$ cat src/rtl/ysyx_24110015_axi_arbiter_if.sv
// axi_lite_if: 32-bit AXI-lite bundle shared by the IFU, LSU and xbar ports.
//   master modport: drives aw/w/ar payload and valids, bready/rready.
//   slave  modport: drives awready/wready/arready, b and r payload and valids.
interface axi_lite_if;
   logic [31:0] awaddr;
   logic        awvalid;
   logic        awready;
   logic [31:0] wdata;
   logic [3:0]  wstrb;
   logic        wvalid;
   logic        wready;
   logic [1:0]  bresp;
   logic        bvalid;
   logic        bready;
   logic [31:0] araddr;
   logic [2:0]  arsize;
   logic        arvalid;
   logic        arready;
   logic [31:0] rdata;
   logic [1:0]  rresp;
   logic        rvalid;
   logic        rready;

   modport master (
      output awaddr, awvalid, wdata, wstrb, wvalid, bready, araddr, arsize, arvalid, rready,
      input  awready, wready, bresp, bvalid, arready, rdata, rresp, rvalid
   );
   modport slave (
      input  awaddr, awvalid, wdata, wstrb, wvalid, bready, araddr, arsize, arvalid, rready,
      output awready, wready, bresp, bvalid, arready, rdata, rresp, rvalid
   );
endinterface

$ cat src/rtl/ysyx_24110015_axi_arbiter.sv
// ysyx_24110015_axi_arbiter: two-to-one AXI-lite arbiter (IFU read-only, LSU
// read/write) onto one memory-side master port. One whole transaction
// (address, data, response) is granted at a time.
//   clk, rst    : clock, synchronous active-high reset
//   ifu         : IFU slave port (ar/r only; aw/w/b outputs tied to 0)
//   lsu         : LSU slave port (all channels)
//   mem         : master port toward the xbar
//   grant       : current owner 0 IDLE, 1 IFU_RD, 2 LSU_RD, 3 LSU_WR
//   starve_cnt  : LSU grants taken while the IFU was waiting
module ysyx_24110015_axi_arbiter #(
   parameter int STARVE_MAX = 4,
   localparam int CW = (STARVE_MAX > 0) ? $clog2(STARVE_MAX + 1) : 1
) (
   input  logic           clk,
   input  logic           rst,
   axi_lite_if.slave      ifu,
   axi_lite_if.slave      lsu,
   axi_lite_if.master     mem,
   output logic [1:0]     grant,
   output logic [CW-1:0]  starve_cnt
);

   typedef enum logic [1:0] {
      IDLE   = 2'd0,
      IFU_RD = 2'd1,
      LSU_RD = 2'd2,
      LSU_WR = 2'd3
   } grant_e;

   localparam logic [CW-1:0] STARVE_SAT = CW'(STARVE_MAX);

   grant_e        grant_q, grant_d;
   logic [CW-1:0] starve_cnt_q, starve_cnt_d;
   logic          rd_done, wr_done, starve_hit;

   // The IFU never writes; fold its write-side inputs so they are visibly consumed.
   logic unused_ifu_wr;
   assign unused_ifu_wr = ^{ifu.awaddr, ifu.awvalid, ifu.wdata, ifu.wstrb, ifu.wvalid, ifu.bready};

   // Completion is judged on the forwarded rready/bready, i.e. the granted master's.
   assign rd_done    = mem.rvalid & ((grant_q == IFU_RD) ? ifu.rready : lsu.rready);
   assign wr_done    = mem.bvalid & lsu.bready;
   assign starve_hit = (STARVE_MAX != 0) && (starve_cnt_q == STARVE_SAT) && ifu.arvalid;

   always_comb begin
      grant_d      = grant_q;
      starve_cnt_d = starve_cnt_q;
      case (grant_q)
         IDLE: begin
            if (starve_hit)        grant_d = IFU_RD;
            else if (lsu.awvalid)  grant_d = LSU_WR;
            else if (lsu.arvalid)  grant_d = LSU_RD;
            else if (ifu.arvalid)  grant_d = IFU_RD;
            // Count only LSU wins that actually made a waiting IFU wait longer.
            if (grant_d == IFU_RD)
               starve_cnt_d = '0;
            else if ((grant_d != IDLE) && ifu.arvalid && (starve_cnt_q != STARVE_SAT))
               starve_cnt_d = starve_cnt_q + 1'b1;
         end
         IFU_RD, LSU_RD: if (rd_done) grant_d = IDLE;
         LSU_WR:         if (wr_done) grant_d = IDLE;
         default:        grant_d = IDLE;
      endcase
   end

   always_ff @(posedge clk) begin
      if (rst) begin
         grant_q      <= IDLE;
         starve_cnt_q <= '0;
      end else begin
         grant_q      <= grant_d;
         starve_cnt_q <= starve_cnt_d;
      end
   end

   assign grant      = grant_q;
   assign starve_cnt = starve_cnt_q;

   // Channel steering is purely combinational from the registered grant, so
   // every forwarded beat has zero added latency and IDLE blocks everything.
   always_comb begin
      mem.awaddr  = '0;  mem.awvalid = 1'b0;
      mem.wdata   = '0;  mem.wstrb   = '0;  mem.wvalid = 1'b0;
      mem.bready  = 1'b0;
      mem.araddr  = '0;  mem.arsize  = '0;  mem.arvalid = 1'b0;
      mem.rready  = 1'b0;

      ifu.awready = 1'b0; ifu.wready = 1'b0;
      ifu.bresp   = '0;   ifu.bvalid = 1'b0;
      ifu.arready = 1'b0;
      ifu.rdata   = '0;   ifu.rresp  = '0;  ifu.rvalid = 1'b0;

      lsu.awready = 1'b0; lsu.wready = 1'b0;
      lsu.bresp   = '0;   lsu.bvalid = 1'b0;
      lsu.arready = 1'b0;
      lsu.rdata   = '0;   lsu.rresp  = '0;  lsu.rvalid = 1'b0;

      case (grant_q)
         IFU_RD: begin
            mem.araddr  = ifu.araddr;
            mem.arsize  = ifu.arsize;
            mem.arvalid = ifu.arvalid;
            ifu.arready = mem.arready;
            ifu.rdata   = mem.rdata;
            ifu.rresp   = mem.rresp;
            ifu.rvalid  = mem.rvalid;
            mem.rready  = ifu.rready;
         end
         LSU_RD: begin
            mem.araddr  = lsu.araddr;
            mem.arsize  = lsu.arsize;
            mem.arvalid = lsu.arvalid;
            lsu.arready = mem.arready;
            lsu.rdata   = mem.rdata;
            lsu.rresp   = mem.rresp;
            lsu.rvalid  = mem.rvalid;
            mem.rready  = lsu.rready;
         end
         LSU_WR: begin
            // aw and w pass independently; W may trail AW by any number of cycles.
            mem.awaddr  = lsu.awaddr;
            mem.awvalid = lsu.awvalid;
            lsu.awready = mem.awready;
            mem.wdata   = lsu.wdata;
            mem.wstrb   = lsu.wstrb;
            mem.wvalid  = lsu.wvalid;
            lsu.wready  = mem.wready;
            lsu.bresp   = mem.bresp;
            lsu.bvalid  = mem.bvalid;
            mem.bready  = lsu.bready;
         end
         default: ;
      endcase
   end

endmodule
$ cat src/flat_wrapper.sv
// flat-port wrapper written by rule: the top's interface ports become plain ports
module ysyx_24110015_axi_arbiter_flat 
#(
   parameter int STARVE_MAX = 4,
   localparam int CW = (STARVE_MAX > 0) ? $clog2(STARVE_MAX + 1) : 1
)
  (clk, rst, grant, starve_cnt, ifu_awaddr, ifu_awvalid, ifu_wdata, ifu_wstrb, ifu_wvalid, ifu_bready, ifu_araddr, ifu_arsize, ifu_arvalid, ifu_rready, ifu_awready, ifu_wready, ifu_bresp, ifu_bvalid, ifu_arready, ifu_rdata, ifu_rresp, ifu_rvalid, lsu_awaddr, lsu_awvalid, lsu_wdata, lsu_wstrb, lsu_wvalid, lsu_bready, lsu_araddr, lsu_arsize, lsu_arvalid, lsu_rready, lsu_awready, lsu_wready, lsu_bresp, lsu_bvalid, lsu_arready, lsu_rdata, lsu_rresp, lsu_rvalid, mem_awaddr, mem_awvalid, mem_wdata, mem_wstrb, mem_wvalid, mem_bready, mem_araddr, mem_arsize, mem_arvalid, mem_rready, mem_awready, mem_wready, mem_bresp, mem_bvalid, mem_arready, mem_rdata, mem_rresp, mem_rvalid);
  axi_lite_if ifu_i ();
  axi_lite_if lsu_i ();
  axi_lite_if mem_i ();
  input  logic clk;
  input  logic rst;
  output logic [1:0] grant;
  output logic [CW-1:0] starve_cnt;
  input wire logic [$bits(ifu_i.awaddr)-1:0] ifu_awaddr;
  input wire logic [$bits(ifu_i.awvalid)-1:0] ifu_awvalid;
  input wire logic [$bits(ifu_i.wdata)-1:0] ifu_wdata;
  input wire logic [$bits(ifu_i.wstrb)-1:0] ifu_wstrb;
  input wire logic [$bits(ifu_i.wvalid)-1:0] ifu_wvalid;
  input wire logic [$bits(ifu_i.bready)-1:0] ifu_bready;
  input wire logic [$bits(ifu_i.araddr)-1:0] ifu_araddr;
  input wire logic [$bits(ifu_i.arsize)-1:0] ifu_arsize;
  input wire logic [$bits(ifu_i.arvalid)-1:0] ifu_arvalid;
  input wire logic [$bits(ifu_i.rready)-1:0] ifu_rready;
  output wire logic [$bits(ifu_i.awready)-1:0] ifu_awready;
  output wire logic [$bits(ifu_i.wready)-1:0] ifu_wready;
  output wire logic [$bits(ifu_i.bresp)-1:0] ifu_bresp;
  output wire logic [$bits(ifu_i.bvalid)-1:0] ifu_bvalid;
  output wire logic [$bits(ifu_i.arready)-1:0] ifu_arready;
  output wire logic [$bits(ifu_i.rdata)-1:0] ifu_rdata;
  output wire logic [$bits(ifu_i.rresp)-1:0] ifu_rresp;
  output wire logic [$bits(ifu_i.rvalid)-1:0] ifu_rvalid;
  input wire logic [$bits(lsu_i.awaddr)-1:0] lsu_awaddr;
  input wire logic [$bits(lsu_i.awvalid)-1:0] lsu_awvalid;
  input wire logic [$bits(lsu_i.wdata)-1:0] lsu_wdata;
  input wire logic [$bits(lsu_i.wstrb)-1:0] lsu_wstrb;
  input wire logic [$bits(lsu_i.wvalid)-1:0] lsu_wvalid;
  input wire logic [$bits(lsu_i.bready)-1:0] lsu_bready;
  input wire logic [$bits(lsu_i.araddr)-1:0] lsu_araddr;
  input wire logic [$bits(lsu_i.arsize)-1:0] lsu_arsize;
  input wire logic [$bits(lsu_i.arvalid)-1:0] lsu_arvalid;
  input wire logic [$bits(lsu_i.rready)-1:0] lsu_rready;
  output wire logic [$bits(lsu_i.awready)-1:0] lsu_awready;
  output wire logic [$bits(lsu_i.wready)-1:0] lsu_wready;
  output wire logic [$bits(lsu_i.bresp)-1:0] lsu_bresp;
  output wire logic [$bits(lsu_i.bvalid)-1:0] lsu_bvalid;
  output wire logic [$bits(lsu_i.arready)-1:0] lsu_arready;
  output wire logic [$bits(lsu_i.rdata)-1:0] lsu_rdata;
  output wire logic [$bits(lsu_i.rresp)-1:0] lsu_rresp;
  output wire logic [$bits(lsu_i.rvalid)-1:0] lsu_rvalid;
  output wire logic [$bits(mem_i.awaddr)-1:0] mem_awaddr;
  output wire logic [$bits(mem_i.awvalid)-1:0] mem_awvalid;
  output wire logic [$bits(mem_i.wdata)-1:0] mem_wdata;
  output wire logic [$bits(mem_i.wstrb)-1:0] mem_wstrb;
  output wire logic [$bits(mem_i.wvalid)-1:0] mem_wvalid;
  output wire logic [$bits(mem_i.bready)-1:0] mem_bready;
  output wire logic [$bits(mem_i.araddr)-1:0] mem_araddr;
  output wire logic [$bits(mem_i.arsize)-1:0] mem_arsize;
  output wire logic [$bits(mem_i.arvalid)-1:0] mem_arvalid;
  output wire logic [$bits(mem_i.rready)-1:0] mem_rready;
  input wire logic [$bits(mem_i.awready)-1:0] mem_awready;
  input wire logic [$bits(mem_i.wready)-1:0] mem_wready;
  input wire logic [$bits(mem_i.bresp)-1:0] mem_bresp;
  input wire logic [$bits(mem_i.bvalid)-1:0] mem_bvalid;
  input wire logic [$bits(mem_i.arready)-1:0] mem_arready;
  input wire logic [$bits(mem_i.rdata)-1:0] mem_rdata;
  input wire logic [$bits(mem_i.rresp)-1:0] mem_rresp;
  input wire logic [$bits(mem_i.rvalid)-1:0] mem_rvalid;
  assign ifu_i.awaddr = ifu_awaddr;
  assign ifu_i.awvalid = ifu_awvalid;
  assign ifu_i.wdata = ifu_wdata;
  assign ifu_i.wstrb = ifu_wstrb;
  assign ifu_i.wvalid = ifu_wvalid;
  assign ifu_i.bready = ifu_bready;
  assign ifu_i.araddr = ifu_araddr;
  assign ifu_i.arsize = ifu_arsize;
  assign ifu_i.arvalid = ifu_arvalid;
  assign ifu_i.rready = ifu_rready;
  assign ifu_awready = ifu_i.awready;
  assign ifu_wready = ifu_i.wready;
  assign ifu_bresp = ifu_i.bresp;
  assign ifu_bvalid = ifu_i.bvalid;
  assign ifu_arready = ifu_i.arready;
  assign ifu_rdata = ifu_i.rdata;
  assign ifu_rresp = ifu_i.rresp;
  assign ifu_rvalid = ifu_i.rvalid;
  assign lsu_i.awaddr = lsu_awaddr;
  assign lsu_i.awvalid = lsu_awvalid;
  assign lsu_i.wdata = lsu_wdata;
  assign lsu_i.wstrb = lsu_wstrb;
  assign lsu_i.wvalid = lsu_wvalid;
  assign lsu_i.bready = lsu_bready;
  assign lsu_i.araddr = lsu_araddr;
  assign lsu_i.arsize = lsu_arsize;
  assign lsu_i.arvalid = lsu_arvalid;
  assign lsu_i.rready = lsu_rready;
  assign lsu_awready = lsu_i.awready;
  assign lsu_wready = lsu_i.wready;
  assign lsu_bresp = lsu_i.bresp;
  assign lsu_bvalid = lsu_i.bvalid;
  assign lsu_arready = lsu_i.arready;
  assign lsu_rdata = lsu_i.rdata;
  assign lsu_rresp = lsu_i.rresp;
  assign lsu_rvalid = lsu_i.rvalid;
  assign mem_awaddr = mem_i.awaddr;
  assign mem_awvalid = mem_i.awvalid;
  assign mem_wdata = mem_i.wdata;
  assign mem_wstrb = mem_i.wstrb;
  assign mem_wvalid = mem_i.wvalid;
  assign mem_bready = mem_i.bready;
  assign mem_araddr = mem_i.araddr;
  assign mem_arsize = mem_i.arsize;
  assign mem_arvalid = mem_i.arvalid;
  assign mem_rready = mem_i.rready;
  assign mem_i.awready = mem_awready;
  assign mem_i.wready = mem_wready;
  assign mem_i.bresp = mem_bresp;
  assign mem_i.bvalid = mem_bvalid;
  assign mem_i.arready = mem_arready;
  assign mem_i.rdata = mem_rdata;
  assign mem_i.rresp = mem_rresp;
  assign mem_i.rvalid = mem_rvalid;
  ysyx_24110015_axi_arbiter #(.STARVE_MAX(STARVE_MAX)) u_core (.clk(clk), .rst(rst), .ifu(ifu_i), .lsu(lsu_i), .mem(mem_i), .grant(grant), .starve_cnt(starve_cnt));
endmodule
$ cat config.mk
export PLATFORM = sky130hd
export DESIGN_NAME = ysyx_24110015_axi_arbiter_flat
export DESIGN_NICKNAME = d
export VERILOG_FILES = /design/src/rtl/ysyx_24110015_axi_arbiter_if.sv /design/src/rtl/ysyx_24110015_axi_arbiter.sv /design/src/flat_wrapper.sv
export SDC_FILE = /design/constraint.sdc
export NUM_CORES = 1
export LEC_CHECK = 0
export ABC_CLOCK_PERIOD_IN_PS = 1800
export CAP_MARGIN = 0
export CORE_AREA = 2 2 176 178
export CTS_CLUSTER_DIAMETER = 30
export CTS_CLUSTER_SIZE = 30
export DETAILED_ROUTE_END_ITERATION = 12
export DIE_AREA = 0 0 178 180
export GPL_TIMING_DRIVEN = 1
export SLEW_MARGIN = 10
export SYNTH_ARGS = -nofsm -noshare
export SYNTH_HDL_FRONTEND = slang
export SYNTH_SLANG_ARGS = --single-unit
$ cat constraint.sdc
create_clock -name clk -period 1.8 [get_ports clk]
set_input_delay 0.45 -clock clk [delete_from_list [all_inputs] [get_ports clk]]
set_output_delay 0.45 -clock clk [all_outputs]
set_load 0.01 [all_outputs]
==> results of run 1 <==
[final cells by class]
| type | instances | area, sq um |
|---|---|---|
| fillers | 3081 | 21600 |
| repair buffers | 482 | 5510 |
| multi-input cells | 261 | 2410 |
| well taps | 396 | 495 |
| flip-flops and latches | 5 | 108 |
| clock buffers | 4 | 78.8 |
| inverters | 5 | 26.3 |
[final timing paths]
check / endpoint / slack, ns / cells after the start
max: mem_araddr[16] / -0.25 / 8
min: u_core.starve_cnt[1] / 0.53 / 2
max reg2reg: u_core.grant[0] / -0.16 / 10
min reg2reg: u_core.starve_cnt[1] / 0.53 / 2
[registers in the layout, summed over array words and instances, names as in the netlist]
register,cells
u_core.starve_cnt,3
u_core.grant,2
[layout by cell type (no fill, tap or decap), drive strengths merged, types with 2 or more instances in the layout]
master,n
a21boi,2
inv,5
nor2,5
conb,5
clkdlybuf4s50,189
buf,287
nor2b,38
and2,148
dfxtp,5
ha,6
clkbuf,7
a22oi,37
dlygate4sd2,2
a21o,2
o21ai,2
[what timing repair did]
item | CTS | global route
endpoints found under the setup margin | 188 | 190
buffers inserted | 50 | 6
cloned | 29 | 3
gates resized for setup | 1057 | 97
hold buffers | 0 | 0
pin swaps | 73 | 23
[logic make-up (layout without fill, tap and decap cells)]
logic type | count (synthesis) | after routing | share of synthesized area (%)
simple gates | 197 | 197 | 62.1
compound gates | 50 | 50 | 19.2
buf+inv | 38 | 491 | 8.19
fa+ha+maj | 6 | 6 | 3.81
flops | 5 | 5 | 5.08
xor+xnor | 2 | 2 | 0.888
other cells | 1 | 5 | 0.190
mux | 1 | 1 | 0.571
[through the flow]
| stage | setup WS, ns | instance area (sq um) | power, mW | instances | util (%) |
|---|---|---|---|---|---|
| finish | -0.249 | 8630 | 9.89 | 1153 | 28.6 |
| global route | -0.304 | 8630 | 10.5 | 1153 | 28.6 |
| CTS | -0.287 | 8210 | 9.61 | 1149 | 27.2 |
| detailed placement | -0.490 | 6470 | 5.25 | 1067 | 21.4 |
| global placement | -0.458 | 6470 | 5.25 | 1067 | 21.4 |
| floorplan | 0.0141 | 2080 | 2.40 | 304 | - |
[metal layers]
metal | track usage (%) | wire length (microns)
met1 | 12.8 | 7480
met5 | 0 | 0
met2 | 21.9 | 10500
met4 | 2.36 | 316
met3 | 2.01 | 1490
[power by group through the flow]
stage	clock, mW	combinational (mW)	sequential [mW]
detailed placement	0	5.06	0.193
global placement	0	5.06	0.192
finish	0.365	9.31	0.224
floorplan	0	2.20	0.209
global route	0.375	9.88	0.231
CTS	0.370	9.02	0.220
[critical path: stages, from the launching register on]
cell and delay [ns]:
dfxtp_4 0.36, inv_4 0.05, ha_4 0.18, buf_8 0.14, buf_6 0.13, buf_16 0.14, a22oi_2 0.18, nor2b_2 0.05
buf_2 0.14
==> results.json, run 1 <==
{
  "rsz0062_at_grt": "yes",
  "drc": 0,
  "synthMostInstantiatedCell": "and2_1",
  "routedWlPerCell_microns": 17.2,
  "nets": 1023,
  "layout_min_cycle_time_ns": 2.05,
  "seq_power_share_pct": 2.3,
  "synth_cell_types": 32,
  "netlist_instances": 300,
  "hold_start": "u_core.starve_cnt[1]",
  "maxCapViolations": 0,
  "worst_slack_ns": -0.249,
  "start_kind": "register",
  "power_frac_comb_pct": 94.0,
  "yosysSeqAreaShare_pct": 5.08,
  "coreArea_sq_um": 30200,
  "synthFlopType": "dfxtp_1",
  "synth_area_sq_um": 1970,
  "syn_avg_cell_area_sq_um": 6.57,
  "grt_pass1_vias": 4317,
  "synth.ff_latch_count": 5,
  "die_area_sq_um": 32000,
  "cts_tree": "built",
  "arrival_ns": 1.60,
  "p_clk_share_pct": 3.7,
  "n_antenna_cell": 0,
  "timing.hold.ws_ns": 0.531,
  "clk_pin_slew_ns": 0.03,
  "fin_crit_sh_pct": 114,
  "num_io_pins": 454,
  "cts.sinks": 5,
  "grt-ovfl-total": 0,
  "start_util_pct": 6.53,
  "critPathLaunch": "u_core.grant[1]",
  "vias": 3975,
  "die_x_microns": 178,
  "layout-drive-gt1-share_pct": 67.4,
  "clock_latency_ns": 0.23,
  "hold_viol": 0,
  "timing.fmax_mhz": 488,
  "grt_antenna_before_repair": 0,
  "firstDrtPassIters": 4,
  "status": "finished, violations left",
  "synth.top_cell.area_share_pct": 47.0,
  "power_switching_mw": 3.65,
  "final-setup-viol-count": 183,
  "vdd_drop_max_v": 0.000534,
  "row_count": 64,
  "htreeDepth": 1,
  "synth_edf_count": 0,
  "die_y_microns": 180,
  "yosysWarnings": 0,
  "hp-class": "reg -> reg",
  "wl_mm": 19.8,
  "drv_slew": 0,
  "critPathRequiredTime_ns": 1.35,
  "finClkSkew_ns": 0.00144,
  "grt_pass1_wl_mm": 27.2,
  "dp.final_hpwl_mm": 11.5,
  "grt_max_degree": 13,
  "ant_nets": 0,
  "p_int_mw": 6.24,
  "grt_usage_pct": 11.4,
  "criticalPathCategory": "reg -> out",
  "synth.top_cells.by_count": "and2_1 (148), nor2b_1 (38), a22oi_1 (37)",
  "vias_per_cell": 3.45,
  "crit_fanout": 6,
  "io_buffers": 377,
  "switching_share_pct": 36.9,
  "setup_tns_ns": -22.80,
  "numCtsBuffers": 3,
  "areaGrowthSynthToFinish_pct": 337,
  "clk_path_buf_depth": 2,
  "leakagePower_nw": 3.71,
  "synthTopCellsByArea": "and2_1 (47%), a22oi_1 (14%), nor2b_1 (12%), dfxtp_1 (5.1%), clkbuf_1 (4.8%)",
  "power_density_nw_per_um2": 1150,
  "violations": "negative setup slack",
  "end_kind": "output port",
  "synth_area_leader_cell": "and2_1",
  "place_congestion": 0.754,
  "async_reset_ff_share_pct": 0,
  "drt_iter0_markers": 64,
  "r2r_start": "u_core.grant[1]",
  "cts_root_buffer": "clkbuf_16"
}
Note: power is estimated with default switching activity, not from simulation.
==> run 2: changes to the inputs <==
- CAP_MARGIN: 0 -> not set
==> results of run 2 <==
Final layout, timing and power as in run 1 (identical DEF).
